$ cat src/rtl/uart_alu_pkt_ctrl.sv
// uart_alu_pkt_ctrl: packet controller between the UART byte stream and a
// multi-cycle 32-bit ALU.
// Packet: opcode, reserved, len_lo, len_hi, then len payload bytes.
// Echo packets are returned byte by byte. Arithmetic packets fold their
// little-endian 32-bit words through the ALU, and the 4-byte result is sent back.
// Ports:
//   clk_i, rst_i                        clock, synchronous active-high reset
//   rx_data_i/rx_valid_i                received byte strobe
//   tx_data_o/tx_valid_o/tx_ready_i     transmit handshake
//   alu_op_o/alu_a_o/alu_b_o            ALU command and operands
//   alu_start_o/alu_done_i/alu_result_i ALU start/done handshake
//   busy_o                              packet in progress
//   err_o                               one-cycle protocol error pulse
module uart_alu_pkt_ctrl #(
    parameter logic [7:0] OP_ECHO = 8'hEC,
    parameter logic [7:0] OP_ADD  = 8'h10,
    parameter logic [7:0] OP_MUL  = 8'h11,
    parameter logic [7:0] OP_DIV  = 8'h12
) (
    input  logic        clk_i,
    input  logic        rst_i,
    input  logic [7:0]  rx_data_i,
    input  logic        rx_valid_i,
    output logic [7:0]  tx_data_o,
    output logic        tx_valid_o,
    input  logic        tx_ready_i,
    output logic [1:0]  alu_op_o,
    output logic [31:0] alu_a_o,
    output logic [31:0] alu_b_o,
    output logic        alu_start_o,
    input  logic        alu_done_i,
    input  logic [31:0] alu_result_i,
    output logic        busy_o,
    output logic        err_o
);

    localparam int unsigned CNT_W  = 16;
    localparam int unsigned WORD_W = 32;

    typedef enum logic [2:0] {
        S_IDLE, S_RSV, S_LEN_LO, S_LEN_HI, S_PAYLOAD, S_DRAIN, S_RESP
    } state_t;

    typedef enum logic [1:0] {M_DISCARD, M_ECHO, M_ARITH} mode_t;

    state_t              r_state, w_state_n;
    mode_t               r_mode, w_mode_n;
    logic [7:0]          r_opcode, w_opcode_n;
    logic [7:0]          r_len_lo, w_len_lo_n;
    logic [CNT_W-1:0]    r_cnt, w_cnt_n;
    logic [1:0]          r_byte_idx, w_byte_idx_n;
    logic [23:0]         r_word, w_word_n;
    logic [WORD_W-1:0]   r_acc, w_acc_n;
    logic                r_acc_vld, w_acc_vld_n;
    // The pending word is the one in flight; alu_b_o holds it until done.
    logic                r_pend_full, w_pend_full_n;
    logic [1:0]          r_resp_idx, w_resp_idx_n;
    logic [7:0]          r_tx_data, w_tx_data_n;
    logic                r_tx_valid, w_tx_valid_n;
    logic [1:0]          r_alu_op, w_alu_op_n;
    logic [WORD_W-1:0]   r_alu_a, w_alu_a_n;
    logic [WORD_W-1:0]   r_alu_b, w_alu_b_n;
    logic                r_alu_start, w_alu_start_n;
    logic                r_busy, w_busy_n;
    logic                r_err, w_err_n;

    logic [CNT_W-1:0]    w_len;
    logic [WORD_W-1:0]   w_word_full;
    logic                w_is_arith;
    logic [1:0]          w_op_sel;
    logic [1:0]          w_resp_nxt;
    logic [7:0]          w_resp_byte;

    assign w_len       = {rx_data_i, r_len_lo};
    assign w_word_full = {rx_data_i, r_word};
    assign w_is_arith  = (r_opcode == OP_ADD) || (r_opcode == OP_MUL) || (r_opcode == OP_DIV);
    assign w_op_sel    = (r_opcode == OP_MUL) ? 2'd1 : (r_opcode == OP_DIV) ? 2'd2 : 2'd0;
    assign w_resp_nxt  = 2'(r_resp_idx + 2'd1);
    assign w_resp_byte = r_acc[{w_resp_nxt, 3'b000} +: 8];

    // State and datapath registers
    always_ff @(posedge clk_i) begin
        if (rst_i) begin
            r_state     <= S_IDLE;
            r_mode      <= M_DISCARD;
            r_opcode    <= '0;
            r_len_lo    <= '0;
            r_cnt       <= '0;
            r_byte_idx  <= '0;
            r_word      <= '0;
            r_acc       <= '0;
            r_acc_vld   <= 1'b0;
            r_pend_full <= 1'b0;
            r_resp_idx  <= '0;
            r_tx_data   <= '0;
            r_tx_valid  <= 1'b0;
            r_alu_op    <= '0;
            r_alu_a     <= '0;
            r_alu_b     <= '0;
            r_alu_start <= 1'b0;
            r_busy      <= 1'b0;
            r_err       <= 1'b0;
        end else begin
            r_state     <= w_state_n;
            r_mode      <= w_mode_n;
            r_opcode    <= w_opcode_n;
            r_len_lo    <= w_len_lo_n;
            r_cnt       <= w_cnt_n;
            r_byte_idx  <= w_byte_idx_n;
            r_word      <= w_word_n;
            r_acc       <= w_acc_n;
            r_acc_vld   <= w_acc_vld_n;
            r_pend_full <= w_pend_full_n;
            r_resp_idx  <= w_resp_idx_n;
            r_tx_data   <= w_tx_data_n;
            r_tx_valid  <= w_tx_valid_n;
            r_alu_op    <= w_alu_op_n;
            r_alu_a     <= w_alu_a_n;
            r_alu_b     <= w_alu_b_n;
            r_alu_start <= w_alu_start_n;
            r_busy      <= w_busy_n;
            r_err       <= w_err_n;
        end
    end

    // Next-state and next-output logic
    always_comb begin
        w_state_n     = r_state;
        w_mode_n      = r_mode;
        w_opcode_n    = r_opcode;
        w_len_lo_n    = r_len_lo;
        w_cnt_n       = r_cnt;
        w_byte_idx_n  = r_byte_idx;
        w_word_n      = r_word;
        w_acc_n       = r_acc;
        w_acc_vld_n   = r_acc_vld;
        w_pend_full_n = r_pend_full;
        w_resp_idx_n  = r_resp_idx;
        w_tx_data_n   = r_tx_data;
        w_tx_valid_n  = r_tx_valid;
        w_alu_op_n    = r_alu_op;
        w_alu_a_n     = r_alu_a;
        w_alu_b_n     = r_alu_b;
        w_alu_start_n = 1'b0;
        w_err_n       = 1'b0;

        // A done only counts while an op is outstanding, so stale dones after reset are ignored.
        // It frees pending before any word completing in the same cycle is considered.
        if (alu_done_i && r_pend_full) begin
            w_acc_n       = alu_result_i;
            w_pend_full_n = 1'b0;
        end

        if (r_tx_valid && tx_ready_i) begin
            w_tx_valid_n = 1'b0;
        end

        case (r_state)
            S_IDLE: begin
                if (rx_valid_i) begin
                    w_opcode_n = rx_data_i;
                    w_state_n  = S_RSV;
                end
            end
            S_RSV: begin
                if (rx_valid_i) begin
                    w_state_n = S_LEN_LO;
                end
            end
            S_LEN_LO: begin
                if (rx_valid_i) begin
                    w_len_lo_n = rx_data_i;
                    w_state_n  = S_LEN_HI;
                end
            end
            S_LEN_HI: begin
                if (rx_valid_i) begin
                    w_cnt_n      = w_len;
                    w_byte_idx_n = '0;
                    w_acc_n      = '0;
                    w_acc_vld_n  = 1'b0;
                    if (w_len == '0) begin
                        w_state_n = S_IDLE;
                    end else begin
                        w_state_n = S_PAYLOAD;
                        if (r_opcode == OP_ECHO) begin
                            w_mode_n = M_ECHO;
                        end else if (w_is_arith && (w_len[1:0] == 2'd0)) begin
                            w_mode_n = M_ARITH;
                        end else begin
                            w_mode_n = M_DISCARD;
                            w_err_n  = w_is_arith;
                        end
                    end
                end
            end
            S_PAYLOAD: begin
                if (r_cnt == '0) begin
                    // Only echo sits here: all bytes taken, waiting for the hold register to drain.
                    w_err_n = rx_valid_i;
                    if (!w_tx_valid_n) begin
                        w_state_n = S_IDLE;
                    end
                end else if (rx_valid_i) begin
                    w_cnt_n = r_cnt - CNT_W'(1);
                    case (r_mode)
                        M_ECHO: begin
                            if (r_tx_valid && !tx_ready_i) begin
                                w_err_n = 1'b1;
                            end else begin
                                w_tx_data_n  = rx_data_i;
                                w_tx_valid_n = 1'b1;
                            end
                        end
                        M_ARITH: begin
                            w_word_n     = w_word_full[31:8];
                            w_byte_idx_n = 2'(r_byte_idx + 2'd1);
                            if (r_byte_idx == 2'd3) begin
                                if (!r_acc_vld) begin
                                    w_acc_n     = w_word_full;
                                    w_acc_vld_n = 1'b1;
                                end else if (!w_pend_full_n) begin
                                    w_pend_full_n = 1'b1;
                                    w_alu_start_n = 1'b1;
                                    w_alu_op_n    = w_op_sel;
                                    w_alu_a_n     = w_acc_n;
                                    w_alu_b_n     = w_word_full;
                                end else begin
                                    w_err_n = 1'b1;
                                end
                            end
                        end
                        default: ;
                    endcase
                    if (r_cnt == CNT_W'(1)) begin
                        if (r_mode == M_ARITH) begin
                            w_state_n = S_DRAIN;
                        end else if (r_mode == M_DISCARD) begin
                            w_state_n = S_IDLE;
                        end
                    end
                end
            end
            S_DRAIN: begin
                w_err_n = rx_valid_i;
                if (!r_pend_full) begin
                    w_state_n    = S_RESP;
                    w_resp_idx_n = '0;
                    w_tx_data_n  = r_acc[7:0];
                    w_tx_valid_n = 1'b1;
                end
            end
            S_RESP: begin
                w_err_n = rx_valid_i;
                if (r_tx_valid && tx_ready_i) begin
                    if (r_resp_idx == 2'd3) begin
                        w_state_n = S_IDLE;
                    end else begin
                        w_resp_idx_n = w_resp_nxt;
                        w_tx_data_n  = w_resp_byte;
                        w_tx_valid_n = 1'b1;
                    end
                end
            end
            default: w_state_n = S_IDLE;
        endcase

        w_busy_n = (w_state_n != S_IDLE);
    end

    assign tx_data_o   = r_tx_data;
    assign tx_valid_o  = r_tx_valid;
    assign alu_op_o    = r_alu_op;
    assign alu_a_o     = r_alu_a;
    assign alu_b_o     = r_alu_b;
    assign alu_start_o = r_alu_start;
    assign busy_o      = r_busy;
    assign err_o       = r_err;

endmodule

$ cat config.mk
export PLATFORM = sky130hd
export DESIGN_NAME = uart_alu_pkt_ctrl
export DESIGN_NICKNAME = d
export VERILOG_FILES = /design/src/rtl/uart_alu_pkt_ctrl.sv
export SDC_FILE = /design/constraint.sdc
export NUM_CORES = 1
export LEC_CHECK = 0
export CORE_UTILIZATION = 50
export DETAILED_ROUTE_END_ITERATION = 6
export PLACE_DENSITY = 0.75
export SLEW_MARGIN = 0
export SYNTH_ARGS = -nofsm -noshare
export SYNTH_HDL_FRONTEND = slang
export SYNTH_SLANG_ARGS = --single-unit
$ cat constraint.sdc
create_clock -name clk_i -period 6 [get_ports clk_i]
set_input_delay 0.9 -clock clk_i [delete_from_list [all_inputs] [get_ports clk_i]]
set_output_delay 0.9 -clock clk_i [all_outputs]
set_load 0.02 [all_outputs]
# Word level (Yosys, flattened, before mapping)
# Index checks and enable logic that the tools add are counted.
# word_totals
ff_bits,177
inputBits,45
# op_classes
addsub,3
eq_ne,25
n_shift,1
n_mux,83
bitwise_logic,8
reduce_logical,28
# op_table
cell,count
$mux W32,7
$pmux W32 S2,1
$mux W8,7
$mux W16,3
$mux W3,14
$logic_not A16 Y1,2
$pmux W16 S2,1
$shiftx A32 B6 Y8,1
$mux W1,31
$eq A8 B5 Y1 const B,3
$pmux W8 S3,1
$mux W2,11
$pmux W3 S7,1
$ne A2 B2 Y1 const B,9
$eq A16 B1 Y1 const B,1
$sub A16 B1 Y16 const B,1
$reduce_and A4 Y1,3
$eq A3 B3 Y1 const B,3
$eq A8 B8 Y1 const B,1
$not A1 Y1,8
$pmux W2 S2,2
$reduce_and A8 Y1,1
$reduce_and A7 Y1,1
$reduce_or A7 Y1,1
20 further kinds,34

# Longest topological paths before layout
# Gate-level depths: netlist (run 1).
# depth
word_depth,9
ltp_mapped,11
mapped_depth_nobuf,7

# Least setup slack after synthesis (run 1)
# No wires, ideal clock.
# synth_timing
path_type,input to register
startpoint,in rx_valid_i
endpoint,"reg r_alu_op[1], in the netlist alu_op_o[1]"
arrival_ns,2.563
t_required_ns,5.930
slack_ns,3.366
cell_stages,6
n_path_buf,2
cell_sequence,clkbuf_1 -> nand2_1 -> or4_1 -> clkbuf_1 -> or4b_1 -> a21oi_1
# synth_between
elab_chain_cells,1
# synth_rtl
element,line,source
start: declaration,23,"input logic rx_valid_i,"
$reduce_and A7 Y1 (no line),-,
end signal: assignment,117,r_alu_op <= w_alu_op_n;
end: declaration,60,"logic [1:0] r_alu_op, w_alu_op_n;"
# Every way passes these cells.
# A chain may end at the register's enable or synchronous reset.

# Final worst setup path (run 1)
# layout_timing
startpoint,reg r_state[2]
endpoint,"reg r_alu_op[1], in the netlist alu_op_o[1]"
# layout_between
elab_chain_cells,2
# layout_rtl
element,line,source
start: declaration,46,"state_t r_state, w_state_n;"
start signal: assignment,104,r_state <= w_state_n;
$eq A3 B3 Y1,158,case (r_state)
$reduce_and A7 Y1 (no line),-,
# Every way passes these cells.

==> flow_summary.json, run 1 <==
{
  "finalClockSkew_ns": 0.00874,
  "worst_slew_pin_slew_ns": 1.16,
  "first_global_vias": 6809,
  "setup_viol_count_final": 0,
  "slowest_stage_cell_cp": "sky130_fd_sc_hd__or4_2",
  "synth_nets": 1043,
  "max_cap_violations": 0,
  "clockBufferDepth": 2,
  "buffer_count_from_post_cts_setup_fixing": 0,
  "final.hold.worst_slack_ns": 0.459,
  "cts_root_buffer": "sky130_fd_sc_hd__clkbuf_16",
  "clock_latency_ns": 0.43,
  "detailedRoute.firstIterationViolations": 1006,
  "grt_setup_unrepaired": "no",
  "synth_most_common_cell": "sky130_fd_sc_hd__nand2_1",
  "final-instance-count-excl-fill": 1280,
  "via_per_inst": 5.87,
  "quantity_of_hold_fixing_buffers_added_after_cts": 0,
  "timing.slew.headroom": 0.228,
  "synth_cells": 991,
  "critPathRequiredTime_ns": 6.35,
  "period_needed_ns": 3.54,
  "cts_resized": 0,
  "startpoint_type_of_the_worst_setup_path": "flop",
  "fp.dieW_um": 127,
  "synth_area_leader_cell": "sky130_fd_sc_hd__dfxtp_1",
  "hold_class": "reg -> reg",
  "finalNetCount": 1108,
  "critical_path_class": "reg -> reg",
  "cts_tree": "done",
  "internal_w": 0.00191,
  "synth_largest_type_area_fraction": 0.450,
  "place_inst": 1248,
  "floorplan.rows": 45,
  "vdd_drop_max_mv": 0.194,
  "crit_buf_inv": 1,
  "final_layout_size_suffix_gt1_frac": 0.0870,
  "crit_path_max_fanout": 68,
  "yosysWarningCount": 0,
  "p_sw_frac": 0.238,
  "grt_max_degree": 94,
  "diodes": 0,
  "final.fill_count": 1323,
  "clock_network_fraction_of_total_power": 0.469,
  "dr_total_vias": 7515,
  "min_period_over_period": 0.589,
  "postLayoutSetupSlackWorst_ns": 2.46,
  "cts_sink_count": 177,
  "run_status": "completed",
  "grt_overflow_total": 0,
  "synth_seq_area_share": 0.450,
  "drt_antenna_net_count": 0,
  "numCtsBuffers": 17,
  "power-per-cell-area_nw_per_um2": 257,
  "worstPathArrival_ns": 3.89,
  "final_max_slew_viol_count": 0,
  "power_switching_w": 0.000596,
  "first_pass_iters": 7,
  "post_synth_main_area_contributors": "sky130_fd_sc_hd__dfxtp_1, sky130_fd_sc_hd__nand2_1, sky130_fd_sc_hd__a21oi_1",
  "ys.flop_type": "sky130_fd_sc_hd__dfxtp_1",
  "mappedNetlistArea_um2": 7870,
  "list_of_cells_traversed_by_the_critical_path": "nor3b_4 -> nand2_1 -> or4_2 -> buf_4 -> or4b_1 -> a21oi_1",
  "grt_antenna_before_repair": 0,
  "grt_first_pass_wirelength_um": 36700,
  "floorplan.die.height_um": 127,
  "post_synth.cell_area_avg_um2": 7.94,
  "synth-async-reset-ratio": 0,
  "number_of_synthesized_flops_with_an_enable_pin": 0,
  "postSynthRegisterBits": 177,
  "last_weighted_congestion_value_of_the_routability_driven_placer": 0.896,
  "die-area_um2": 16200,
  "synthToLayoutAreaGrowth_pct": 23.6,
  "drt-wirelength-per-cell_um": 18.1,
  "coreArea_um2": 15300,
  "detail_route.drc_violations": 0,
  "worst_setup_hold_path_clk_slew_ns": 0.07,
  "cp_slowest_stage_delay_ns": 0.71,
  "dp.final_hpwl_um": 15500,
  "io_buffer_count": 122,
  "critical_path.top_delay_family": "simple AND/OR/NAND/NOR gates",
  "setup_total_negative_slack_ns": 0,
  "hold_viol_final": 0,
  "wirelength_um": 23200,
  "cellLeakagePower_nw": 3.30,
  "synth_common_cells": "sky130_fd_sc_hd__nand2_1, sky130_fd_sc_hd__dfxtp_1, sky130_fd_sc_hd__a21oi_1",
  "max_h_tree_level": 4,
  "pre_cts_ws_ns": 2.32,
  "netlist-cell-type-count": 57,
  "comb_power_share": 0.052,
  "fmax_ghz": 0.283,
  "globalRouteTotalUtil": 0.291,
  "starting_density_of_the_core": 0.516,
  "setup.worst_path.end_class": "flop",
  "seq_power_share": 0.479,
  "num_ports": 123
}
-- worst min-delay path: stages, from the launching register on --
cell and delay (ns):
sky130_fd_sc_hd__dfxtp_1 0.31, sky130_fd_sc_hd__nand2_1 0.05, sky130_fd_sc_hd__a21oi_1 0.05
-- layout make-up --
| type | count | area (um2) | share of cell area |
|---|---|---|---|
| clock buffer | 17 | 425 | 0.0437 |
| clock inverter | 15 | 203 | 0.0208 |
| inverter | 13 | 48.8 | 0.00502 |
| multi-input combinational | 719 | 3980 | 0.409 |
| sequential | 177 | 3540 | 0.364 |
| tap | 211 | 264 | 0.0271 |
| timing repair buffer | 128 | 1260 | 0.130 |
-- worst paths after layout --
path                               to  cells after the start                      from  slack, ns
max          alu_op_o[1]$_SDFFE_PP0P_                      6     r_state[2]$_SDFF_PP0_       2.46
min          alu_b_o[30]$_SDFFE_PP0P_                      2  alu_b_o[30]$_SDFFE_PP0P_       0.46
max reg2reg  alu_op_o[1]$_SDFFE_PP0P_                      6     r_state[2]$_SDFF_PP0_       2.46
min reg2reg  alu_b_o[30]$_SDFFE_PP0P_                      2  alu_b_o[30]$_SDFFE_PP0P_       0.46
-- placed cells by master (no fill, tap or decap), types with 4 or more instances in the layout --
cell                              synthesis  final
sky130_fd_sc_hd__and3_1                   5      5
sky130_fd_sc_hd__buf_4                    0      7
sky130_fd_sc_hd__a21o_1                   6      6
sky130_fd_sc_hd__nand2_1                210    210
sky130_fd_sc_hd__clkbuf_16                0     17
sky130_fd_sc_hd__ha_1                     7      7
sky130_fd_sc_hd__a41oi_1                  4      4
sky130_fd_sc_hd__or4_1                    5      4
sky130_fd_sc_hd__nor2_1                  91     91
sky130_fd_sc_hd__a22oi_1                  9      9
sky130_fd_sc_hd__nor3b_1                  5      5
sky130_fd_sc_hd__a311oi_1                 9      9
sky130_fd_sc_hd__clkdlybuf4s50_1          0    121
sky130_fd_sc_hd__dfxtp_1                177    177
sky130_fd_sc_hd__a32o_1                   4      4
sky130_fd_sc_hd__inv_1                   13     13
sky130_fd_sc_hd__nor3_1                  42     42
sky130_fd_sc_hd__mux4_2                   8      8
sky130_fd_sc_hd__a22o_1                   8      8
sky130_fd_sc_hd__nand3_1                 41     41
sky130_fd_sc_hd__nor4_1                  12     10
sky130_fd_sc_hd__nand4_1                  5      5
sky130_fd_sc_hd__o21ai_0                 21     21
sky130_fd_sc_hd__a21oi_1                143    143
sky130_fd_sc_hd__mux2_2                  32     32
-- logic make-up (layout without fill, tap and decap cells) --
kind of cell    Yosys count  after routing  synth area share
flops                   177            177             0.450
compound gates          225            225             0.168
simple gates            445            445             0.253
fa+ha+maj                 7              7            0.0111
buf+inv                  95            173            0.0457
xor+xnor                  1              1           0.00111
mux                      41             41            0.0700
-- per-layer routing --
layer,share of wire,up-vias,global-route usage
met5,0,-,0
met1,0.44,3560,0.418
li1,-,3581,-
met4,0.025,0,0.111
met3,0.090,35,0.0544
met2,0.45,339,0.432
-- per-stage QoR --
stage | area [um2] | power [W] | utilization
floorplan | 7870 | 0.00129 | -
global placement | 9100 | 0.00135 | 0.596
detailed placement | 9100 | 0.00135 | 0.596
CTS | 9730 | 0.00251 | 0.637
global route | 9730 | 0.00257 | 0.637
finish | 9730 | 0.00250 | 0.637
-- flip-flops by register name, indices dropped and copies added, names as in the netlist --
| name | cells |
|---|---|
| r_len_lo | 8 |
| r_opcode | 8 |
| r_mode | 2 |
| r_state | 3 |
| r_cnt | 16 |
| tx_data_o | 8 |
| r_pend_full | 1 |
| r_acc_vld | 1 |
| busy_o | 1 |
| r_acc | 32 |
| err_o | 1 |
| r_byte_idx | 2 |
| alu_a_o | 32 |
| alu_start_o | 1 |
| alu_b_o | 32 |
| tx_valid_o | 1 |
| r_resp_idx | 2 |
| alu_op_o | 2 |
| r_word | 24 |
-- power groups by stage --
stage	clock (W)	combinational (W)	sequential (W)
2_1_floorplan	0	0.0000772	0.00122
4_1_cts	0.00118	0.000129	0.00120
5_1_grt	0.00123	0.000140	0.00120
3_3_place_gp	0	0.000128	0.00122
6_report	0.00117	0.000131	0.00120
3_5_place_dp	0	0.000128	0.00123
Note: power is estimated with default switching activity, not from simulation.
==> inputs of run 2 (changes only) <==
Settings changed: CORE_UTILIZATION 50 to 49, PLACE_DENSITY 0.75 to 0.77.
Clock period 6 ns to 3.1 ns, I/O delays scaled along.
==> flow_summary.json, run 2 (same netlist as run 1, synthesis figures left out) <==
{
  "run_status": "completed",
  "synthToLayoutAreaGrowth_pct": 26.0,
  "dr_total_vias": 7688,
  "worst_setup_hold_path_clk_slew_ns": 0.07,
  "floorplan.rows": 45,
  "setup_viol_count_final": 0,
  "detailedRoute.firstIterationViolations": 1089,
  "grt_antenna_before_repair": 0,
  "cts_resized": 0,
  "internal_w": 0.00373,
  "worstPathArrival_ns": 3.03,
  "p_sw_frac": 0.241,
  "cellLeakagePower_nw": 3.41,
  "setup.worst_path.end_class": "flop",
  "power-per-cell-area_nw_per_um2": 496,
  "mostFrequentLayoutCells": "sky130_fd_sc_hd__nand2_1, sky130_fd_sc_hd__dfxtp_1, sky130_fd_sc_hd__a21oi_1, sky130_fd_sc_hd__clkdlybuf4s50_1, sky130_fd_sc_hd__nor2_1",
  "timing.slew.headroom": 0.513,
  "final_core_utilization": 0.642,
  "max_cap_violations": 0,
  "cts_root_buffer": "sky130_fd_sc_hd__clkbuf_16",
  "dp.final_hpwl_um": 15500,
  "die-area_um2": 16600,
  "hold_viol_final": 0,
  "clockBufferDepth": 2,
  "clock_latency_ns": 0.44,
  "fmax_ghz": 0.365,
  "numCtsBuffers": 17,
  "first_pass_iters": 5,
  "setup_total_negative_slack_ns": 0,
  "buffer_count_from_post_cts_setup_fixing": 0,
  "via_per_inst": 5.90,
  "most_common_cell_after_layout_fill_and_taps_aside": "sky130_fd_sc_hd__nand2_1",
  "critPathRequiredTime_ns": 3.39,
  "max_h_tree_level": 4,
  "power_switching_w": 0.00118,
  "period_needed_ns": 2.74,
  "final_max_slew_viol_count": 0,
  "critical_path_class": "reg -> reg",
  "grt_max_degree": 67,
  "coreArea_um2": 15400,
  "finalClockSkew_ns": 0.00728,
  "quantity_of_hold_fixing_buffers_added_after_cts": 0,
  "drt_antenna_net_count": 0,
  "finalNetCount": 1130,
  "startpoint_type_of_the_worst_setup_path": "flop",
  "cts_tree": "done",
  "last_weighted_congestion_value_of_the_routability_driven_placer": 0.913,
  "detail_route.drc_violations": 0,
  "clock_network_fraction_of_total_power": 0.472,
  "wirelength_um": 23500,
  "grt_first_pass_wirelength_um": 36500,
  "starting_density_of_the_core": 0.510,
  "grt_overflow_total": 0,
  "cts_sink_count": 177,
  "crit_path_max_fanout": 66,
  "io_buffer_count": 122,
  "grt_setup_unrepaired": "no",
  "vdd_drop_max_mv": 0.412,
  "drt-wirelength-per-cell_um": 18.1,
  "globalRouteTotalUtil": 0.288,
  "min_period_over_period": 0.883,
  "comb_power_share": 0.059,
  "seq_power_share": 0.469,
  "hold_class": "reg -> reg",
  "fp.dieW_um": 129,
  "first_global_vias": 6801,
  "worst_slew_pin_slew_ns": 0.731,
  "floorplan.die.height_um": 129,
  "final_layout_size_suffix_gt1_frac": 0.105,
  "diodes": 0,
  "num_ports": 123
}
-- run 2: cell types whose count changed in the layout (fill, tap and decap cells not counted), sizes merged --
| cell | change |
|---|---|
| buf | +22 |
| clkbuf | +1 |
| clkinvlp | -1 |
-- run 2: metrics by stage --
stage	instance area [um2]	setup WS [ns]	hold slack, ns	instances	total power (W)
final	9910	0.363	0.455	1302	0.00491
after global routing	9910	0.222	0.482	1302	0.00502
after CTS	9910	0.392	0.455	1302	0.00491
after detailed placement	9280	0.451	0.446	1270	0.00264
after global placement	9280	0.484	0.442	1270	0.00264
after floorplan	7870	0.685	0.444	991	0.00250
-- run 2: critical path, stage by stage, from the launching register on --
cell                      delay, ns
sky130_fd_sc_hd__dfxtp_1       0.39
sky130_fd_sc_hd__inv_1         0.10
sky130_fd_sc_hd__ha_1          0.26
sky130_fd_sc_hd__nor4b_1       0.17
sky130_fd_sc_hd__and4_1        0.30
sky130_fd_sc_hd__or4_2         0.70
sky130_fd_sc_hd__buf_4         0.38
sky130_fd_sc_hd__nor2_1        0.21
sky130_fd_sc_hd__nor3_1        0.08
-- run 2: worst paths after layout --
kind	cells after the start	from	slack [ns]	to
max	8	r_cnt[0]$_SDFFE_PP0P_	0.36	alu_a_o[31]$_SDFFE_PP0P_
min	2	alu_b_o[2]$_SDFFE_PP0P_	0.46	alu_b_o[2]$_SDFFE_PP0P_
max reg2reg	8	r_cnt[0]$_SDFFE_PP0P_	0.36	alu_a_o[31]$_SDFFE_PP0P_
min reg2reg	2	alu_b_o[2]$_SDFFE_PP0P_	0.46	alu_b_o[2]$_SDFFE_PP0P_
-- run 2: power groups by stage --
stage | clock network [W] | logic [W] | registers, W
floorplan | 0 | 0.000149 | 0.00236
global placement | 0 | 0.000281 | 0.00236
detailed placement | 0 | 0.000282 | 0.00236
CTS | 0.00232 | 0.000286 | 0.00230
global route | 0.00240 | 0.000311 | 0.00231
finish | 0.00232 | 0.000292 | 0.00230
-- run 2: area by class of cell --
type / count / area (um2)
inverters: 13 / 48.8
fillers: 1328 / 5520
clock inverters: 14 / 198
multi-input cells: 719 / 3980
repair buffers: 150 / 1440
well taps: 211 / 264
clock buffers: 18 / 439
flip-flops and latches: 177 / 3540
-- run 2: routing by layer --
| metal | vias up | global-route usage | wire (um) |
|---|---|---|---|
| met4 | 0 | 0.136 | 879 |
| met5 | - | 0 | 0 |
| met2 | 395 | 0.410 | 9970 |
| met3 | 64 | 0.0644 | 2270 |
| met1 | 3593 | 0.411 | 10400 |
| li1 | 3636 | - | - |
